`src/rtl/serialparalelo1_pkg.sv`:
```
// Shared constants, counter widths and FSM encoding for the serialparalelo1 receiver.
// Latency: n/a (declarations only).
// Backpressure: n/a.
package serialparalelo1_pkg;

    localparam logic [7:0] COMMA         = 8'hBC;
    localparam int         BC_TARGET_DEF = 4;
    localparam int         BIT_CNT_W     = 3;
    localparam int         BC_CNT_W      = 4;

    typedef enum logic [1:0] {
        UNLOCKED = 2'd0,
        ALIGNED  = 2'd1,
        ACTIVE   = 2'd2
    } sp_state_t;

endpackage

```
`src/rtl/serialparalelo1_sp_shift_aligner.sv`:
```
// Bit shifter and word-phase counter: builds the candidate word and flags commas and boundaries.
// Latency: w/comma_hit/boundary are combinational on the current bit; counter updates each edge.
// Backpressure: none, one bit accepted every clk_32f edge.
module sp_shift_aligner
    import serialparalelo1_pkg::*;
(
    input  logic       clk_32f,
    input  logic       reset,
    input  logic       data_in,
    input  logic       locked,
    input  logic       align,
    output logic [7:0] w,
    output logic       boundary,
    output logic       comma_hit
);

    // Only the seven most recent bits are kept; the oldest bit of an 8-bit
    // shifter would never reach any candidate word.
    logic [6:0]           sr;
    logic [BIT_CNT_W-1:0] bit_cnt;

    assign w         = {sr, data_in};
    assign comma_hit = (w == COMMA);
    assign boundary  = locked && (bit_cnt == BIT_CNT_W'(7));

    always_ff @(posedge clk_32f or negedge reset) begin
        if (!reset) begin
            sr      <= '0;
            bit_cnt <= '0;
        end else begin
            sr <= w[6:0];
            if (align)
                bit_cnt <= '0;
            else if (locked)
                bit_cnt <= bit_cnt + BIT_CNT_W'(1);
        end
    end

endmodule

```
`src/rtl/serialparalelo1.sv`:
```
// Serial-to-parallel receiver: comma alignment, lock-in after BC_TARGET commas, byte delivery.
// Latency: outputs update on the edge sampling a word's 8th bit; held until the next boundary.
// Backpressure: none; optional SP_REALIGN_EN lets off-boundary commas force realignment.
module serialparalelo1
    import serialparalelo1_pkg::*;
#(
    parameter int BC_TARGET = BC_TARGET_DEF
)(
    input  logic       clk_32f,
    input  logic       reset,
    input  logic       data_in,
    output logic [7:0] data_out,
    output logic       valid_out,
    output logic       active,
    output logic       word_stb
);

    localparam logic [BC_CNT_W-1:0] BC_TGT = BC_CNT_W'(BC_TARGET);

    sp_state_t            state, state_nxt;
    logic [BC_CNT_W-1:0]  bc_cnt, bc_cnt_nxt, bc_cnt_inc;
    logic [7:0]           data_nxt;
    logic                 valid_nxt;
    logic [7:0]           w;
    logic                 boundary, comma_hit, locked, align, realign;

    sp_shift_aligner u_aligner (
        .clk_32f   (clk_32f),
        .reset     (reset),
        .data_in   (data_in),
        .locked    (locked),
        .align     (align),
        .w         (w),
        .boundary  (boundary),
        .comma_hit (comma_hit)
    );

    assign locked     = (state != UNLOCKED);
    assign bc_cnt_inc = bc_cnt + BC_CNT_W'(1);

`ifdef SP_REALIGN_EN
    // A boundary comma is handled by the boundary rules, never as a realignment.
    assign realign = locked && !boundary && comma_hit;
`else
    assign realign = 1'b0;
`endif

    assign align = ((state == UNLOCKED) && comma_hit) || realign;

    always_comb begin
        state_nxt  = state;
        bc_cnt_nxt = bc_cnt;
        data_nxt   = data_out;
        valid_nxt  = valid_out;
        case (state)
            UNLOCKED: begin
                if (comma_hit) begin
                    bc_cnt_nxt = BC_CNT_W'(1);
                    state_nxt  = (BC_TGT == BC_CNT_W'(1)) ? ACTIVE : ALIGNED;
                end
            end
            ALIGNED: begin
                if (boundary) begin
                    if (comma_hit) begin
                        bc_cnt_nxt = bc_cnt_inc;
                        if (bc_cnt_inc >= BC_TGT)
                            state_nxt = ACTIVE;
                    end else begin
                        bc_cnt_nxt = '0;
                        state_nxt  = UNLOCKED;
                    end
                end
            end
            ACTIVE: begin
                if (boundary) begin
                    if (comma_hit) begin
                        valid_nxt = 1'b0;
                    end else begin
                        data_nxt  = w;
                        valid_nxt = 1'b1;
                    end
                end
            end
            default: state_nxt = UNLOCKED;
        endcase
        if (realign) begin
            bc_cnt_nxt = BC_CNT_W'(1);
            valid_nxt  = 1'b0;
            state_nxt  = ALIGNED;
        end
    end

    always_ff @(posedge clk_32f or negedge reset) begin
        if (!reset) begin
            state     <= UNLOCKED;
            bc_cnt    <= '0;
            data_out  <= 8'h00;
            valid_out <= 1'b0;
            word_stb  <= 1'b0;
        end else begin
            state     <= state_nxt;
            bc_cnt    <= bc_cnt_nxt;
            data_out  <= data_nxt;
            valid_out <= valid_nxt;
            word_stb  <= boundary;
        end
    end

    assign active = (state == ACTIVE);

endmodule

```
`config.mk`:
```
export PLATFORM = sky130hd
export DESIGN_NAME = serialparalelo1
export DESIGN_NICKNAME = d
export VERILOG_FILES = /design/src/rtl/serialparalelo1_pkg.sv /design/src/rtl/serialparalelo1_sp_shift_aligner.sv /design/src/rtl/serialparalelo1.sv
export SDC_FILE = /design/constraint.sdc
export NUM_CORES = 1
export LEC_CHECK = 0
export CAP_MARGIN = 25
export CORE_MARGIN = 1.5
export CORE_UTILIZATION = 46
export DETAILED_ROUTE_END_ITERATION = 16
export GPL_TIMING_DRIVEN = 0
export PLACE_DENSITY = 0.68
export SLEW_MARGIN = 25
export SYNTH_ARGS = -nofsm -noshare
export SYNTH_HDL_FRONTEND = slang
export SYNTH_HIERARCHICAL = 1
export SYNTH_SLANG_ARGS = --single-unit
```
`constraint.sdc`:
```
create_clock -name clk_32f -period 1.9 [get_ports clk_32f]
set_input_delay 0.38 -clock clk_32f [delete_from_list [all_inputs] [get_ports clk_32f]]
set_output_delay 0.38 -clock clk_32f [all_outputs]
set_load 0.05 [all_outputs]
```
* Yosys cells after proc, flatten, opt, wreduce, memory -nomap -nowiden *
Cells that the tools add are included.

storage, ports and cells
  input bits = 3
  flip-flop bits (word level) = 26
  logic and storage cells = 41
  output and inout port bits = 11

cells by class
  mux-type cells = 12
  eq/ne operators = 7
  order comparisons = 1
  bitwise gates (word level) = 2
  $add $sub $neg = 2
  reduce and logical (&&, ||, !) cells = 10

operators with widths
  operator               count
  $mux W4                3
  $eq A8 B8 Y1 const B   1
  $mux W2                4
  $pmux W4 S2            1
  $mux W3                2
  $pmux W2 S3            1
  $reduce_and A3 Y1      2
  $reduce_bool A2 Y1     3
  $add A4 B1 Y4 const B  1
  $ge A4 B3 Y1 const B   1
  $ne A2 B2 Y1 const B   2
  $reduce_and A4 Y1      1
  $add A3 B1 Y3 const B  1
  $eq A3 B3 Y1 const B   1
  $ne A3 B3 Y1 const B   1
  $eq A2 B1 Y1 const B   1
  $eq A2 B2 Y1 const B   1
  $logic_and A1 B1 Y1    2
  $logic_not A2 Y1       1
  $not A1 Y1             2
  $reduce_and A2 Y1      1
  $mux W1                1

* Longest topological paths before layout *
  word-level depth = 6
  mapped depth = 7
  gate-level depth less buffers = 6

* By module *
The synthesis kept the hierarchy.

by module, submodules not included
  module            cells each  seq. area each (sq um)  area each (sq um)  instances
  serialparalelo1   63          400.4                   802.0              1
  sp_shift_aligner  23          250.2                   355.3              1

* Least setup slack after synthesis *
No wires, ideal clock.

  path kind = reg-to-reg
  from = register state[0]
  to = register data_out[0]
  clock period less this slack = 1731 ps
  data required time = 1775 ps
  stages on the path, launching flop included = 7
  path buffers = 2
  path slack = 169 ps
  data arrival time = 1605 ps
  library setup time = 125 ps
  cell sequence = dfrtp_1 -> buf_6 -> or2_2 -> and2_2 -> and3_4 -> buf_12 -> mux2_4

on the way
  cells in the longest elaborated chain, start to end = 3
  elaborated cells on any way between the ends = 4
  those cells by class = eq/ne (1); reduce/logical (3)

RTL lines
  element                             RTL line                                text
  start, declared                     serialparalelo1.sv:20                   sp_state_t state, state_nxt;
  start signal, assigned              serialparalelo1.sv:101                  state <= state_nxt;
  $reduce_bool A2 Y1                  serialparalelo1.sv:38                   assign locked = (state != UNLOCKED);
  via locked                          serialparalelo1.sv:25                   logic boundary, comma_hit, locked, align, realign;
  $logic_and A1 B1 Y1                 serialparalelo1_sp_shift_aligner.sv:24  assign boundary = locked && (bit_cnt == BIT_CNT_W'(7));
  via boundary                        serialparalelo1.sv:25
  $reduce_and A3 Y1 (no source line)  --
  end signal, assigned                serialparalelo1.sv:103                  data_out <= data_nxt;
  end, declared                       serialparalelo1.sv:12                   output logic [7:0] data_out,

The timed path passes the listed nets, and every way through them passes these cells.
A chain may end at the register's enable or synchronous reset.

* Final worst setup path *
  from = register data_out[4]
  to = output data_out[4]

No word-level cell between the ends.

==> flow_metrics.env <==
export IMPL_critPathMaxFanout=2
export IMPL_hpwlAfterDp_um=1320
export IMPL_portBuffers=13
export IMPL_routed_via_density=5.41
export IMPL_ys_warn_count=6
export IMPL_synth_top_area_cell="dfrtp_1"
export IMPL_synthMuxAreaShare_pct=12.1
export IMPL_synth_cell_types=33
export IMPL_yosysTopAreaCellShare_pct=56.2
export IMPL_place_gp_congestion=0.772
export IMPL_path_cells="clkdlybuf4s50_1"
export IMPL_drive_gt1_share_pct=23.3
export IMPL_vias=709
export IMPL_worstSetupPathType="register to primary output"
export IMPL_power_density_nw_per_um2=897
export IMPL_rsz0062_at_grt="no"
export IMPL_slowest_stage="clkdlybuf4s50_1"
export IMPL_drv_cap=0
export IMPL_antenna_found_initial=0
export IMPL_status="finished clean"
export IMPL_cts_made_buffers=3
export IMPL_crit_arrival_ns=1.47
export IMPL_synthXorXnorAreaFrac_pct=2.27
export IMPL_dpl_worst_slack_ns=-0.283
export IMPL_synthSimpleGateAreaFrac_pct=13.3
export IMPL_nFillCells=199
export IMPL_firstDrtPassIters=4
export IMPL_power_leakage_nw=0.742
export IMPL_cp_num_buf_inv=1
export IMPL_min_period_ns=1.85
export IMPL_die_area_um2=2830
export IMPL_dr_wl_met2_um=879
export IMPL_detail_route_antenna_nets=0
export IMPL_crit_start="data_out[4]$_DFFE_PN0P_"
export IMPL_antenna_cells=0
export IMPL_syn_instance_count=86
export IMPL_wl_per_cell_um=14.2
export IMPL_critPathMaxStageDelay_ns=0.80
export IMPL_synth_area_per_cell_um2=13.5
export IMPL_ys_seq_area_share_pct=56.2
export IMPL_core_um2=2300
export IMPL_synthesis_nets=92
export IMPL_rrSetupSlack_ns=0.15
export IMPL_synth_ff_type="dfrtp_1"
export IMPL_clkSlewWorstSetupHoldPaths_ns=0.13
export IMPL_drt_wl_total_um=1860
export IMPL_drc=0
export IMPL_endpoint="data_out[4]"
export IMPL_synth_top_family_by_area="simple AND/OR/NAND/NOR gates"
export IMPL_fin_skew_ns=0.00374
export IMPL_cp_depth=1
export IMPL_reg2reg_to="bc_cnt[2]$_DFFE_PN0P_"
export IMPL_cp_start_kind="register"
export IMPL_die_y_um=53.2
export IMPL_rr_startpoint="state[0]$_DFFE_PN0P_"
export IMPL_cts_tree="done"
export IMPL_wl_met3_um=64
export IMPL_finalSetupViolations=0
export IMPL_clock_latency_ns=0.31
export IMPL_grt_first_pass_wirelength_um=3220
export IMPL_slew_headroom_pct=62.3
export IMPL_clockRootBuffer="clkbuf_4"
export IMPL_htreeDepth=1
export IMPL_fin_crit_sh_pct=97.2
export IMPL_peakVddDrop_mv=0.598
export IMPL_synth_fa_ha_area_share_pct=3.24
export IMPL_cp_top_family="buffers and inverters"
export IMPL_drv_slew=0
export IMPL_fin_ws_ns=0.0531
export IMPL_io_pins=14
export IMPL_hold_path_class="input pin to async pin"
export IMPL_syn_area_um2=1160
export IMPL_fin_tns_setup_ns=0
export IMPL_nNetsFinal=110
export IMPL_dr_max_layer_used="met4"
export IMPL_wl_met1_um=900
export IMPL_r2r_cells=7
export IMPL_die_x_um=53.2
export IMPL_area_growth_pct=18.8
export IMPL_start_util_pct=50.4
export IMPL_async_reset_ff_share_pct=100
export IMPL_grt_max_degree=27
export IMPL_cts_buffer_depth=2
export IMPL_synth_edff_count=0
export IMPL_max_freq_ghz=0.541
export IMPL_grt_pass1_vias=697
export IMPL_synthTopCellsByArea="dfrtp_1 (56%), mux2_4 (10%), ha_1 (3.2%)"
export IMPL_final_util_pct=59.9
export IMPL_grt_ovfl_total=0
export IMPL_synth_seq_cells=26
export IMPL_worstMarginPinSlew_ns=0.566
export IMPL_row_count=17
export IMPL_grt_usage_pct=15.9
export IMPL_end_kind="primary output"
export IMPL_final_hold_viol_count=0
export IMPL_dr_first_iter_drc_count=5
export IMPL_crit_required_ns=1.52
export IMPL_synth_compound_area_share_pct=8.43
export IMPL_clock_sinks=26
==> final cells by class <==
class / instances / area, um2 / share of cell area [%]
buffer: 4 / 43.8 / 3.18
clock buffer: 4 / 36.3 / 2.64
tap: 28 / 35.0 / 2.55
sequential: 26 / 651 / 47.3
timing repair buffer: 13 / 135 / 9.83
multi-input combinational: 54 / 467 / 33.9
inverter: 2 / 7.51 / 0.546
==> worst min-delay path by stage <==
stage / startpoint / to / slack [ns] / cells after the start
4_1_cts: reset / bc_cnt[3]$_DFFE_PN0P_ / 0.05 / 1
3_3_place_gp: u_aligner/sr[1]$_DFF_PN0_ / u_aligner/sr[2]$_DFF_PN0_ / 0.38 / 0
6_report: reset / bc_cnt[3]$_DFFE_PN0P_ / 0.04 / 1
5_1_grt: reset / bc_cnt[2]$_DFFE_PN0P_ / 0.07 / 1
2_1_floorplan: reset / bc_cnt[0]$_DFFE_PN0P_ / 0.08 / 0
3_5_place_dp: u_aligner/sr[1]$_DFF_PN0_ / u_aligner/sr[2]$_DFF_PN0_ / 0.39 / 0
==> kinds of logic (layout without fill, tap and decap cells) <==
| group | after synthesis | after routing |
|---|---|---|
| DFF | 26 | 26 |
| and+or+nand+nor | 23 | 23 |
| buffers and inverters | 6 | 23 |
| xor gates and xnor gates | 3 | 3 |
| muxes | 10 | 10 |
| AOI/OAI and AO/OA | 15 | 15 |
| adders and majority gates | 3 | 3 |
==> cell usage after synthesis (2+ instances only) <==
cell	number
mux2i_1	2
and2b_1	2
nor2_1	5
ha_1	3
a31oi_1	2
o21ai_0	4
xnor2_1	2
inv_1	2
nor2b_1	3
dfrtp_1	26
mux2_4	8
a21oi_1	3
nand2_1	4
==> placed cells by master (no fill, tap or decap), types with 2 or more instances in the layout <==
master / n
dfrtp_1: 26
mux2_4: 8
nor2_1: 5
dlymetal6s2s_1: 5
nand2_1: 4
o21ai_0: 4
nor2b_1: 3
a21oi_1: 3
ha_1: 3
clkbuf_4: 3
clkdlybuf4s50_1: 3
dlygate4sd2_1: 3
inv_1: 2
buf_2: 2
and2b_1: 2
a31oi_1: 2
xnor2_1: 2
mux2i_1: 2
==> what timing repair did <==
| action | 4_1_cts | 5_1_grt |
|---|---|---|
| hold buffers | 0 | 0 |
| endpoints found under the setup margin | 12 | 16 |
| buffers inserted | 0 | 0 |
| resized for setup | 7 | 6 |
| pin swaps | 0 | 1 |
| cloned | 0 | 0 |
==> flip-flops by register name, summed over array words and instances, names as in the netlist <==
name and cells:
data_out 8, u_aligner/sr 7, bc_cnt 4, u_aligner/bit_cnt 3, state 2, valid_out 1
word_stb 1
==> report_power, final <==
part / switching (mW) / internal, mW
Clock: 0.152 / 0.117
Combinational: 0.181 / 0.139
Sequential: 0.0336 / 0.611
==> routing by layer <==
layer	vias up	GRT usage [%]
met1	355	21.9
met2	16	25.6
met4	0	5.13
li1	336	-
met3	2	2.54
met5	-	0
==> stage by stage <==
step                      hold WS, ns  power [mW]  cells  area (um2)
after CTS                      0.0500        1.24    131        1360
final                          0.0427        1.23    131        1380
after global placement          0.384       0.946    127        1320
after global routing           0.0741        1.31    131        1380
after floorplan                0.0844       0.886     86        1160
after detailed placement        0.392       0.968    127        1320
Note: power is estimated with default switching activity, not from simulation.
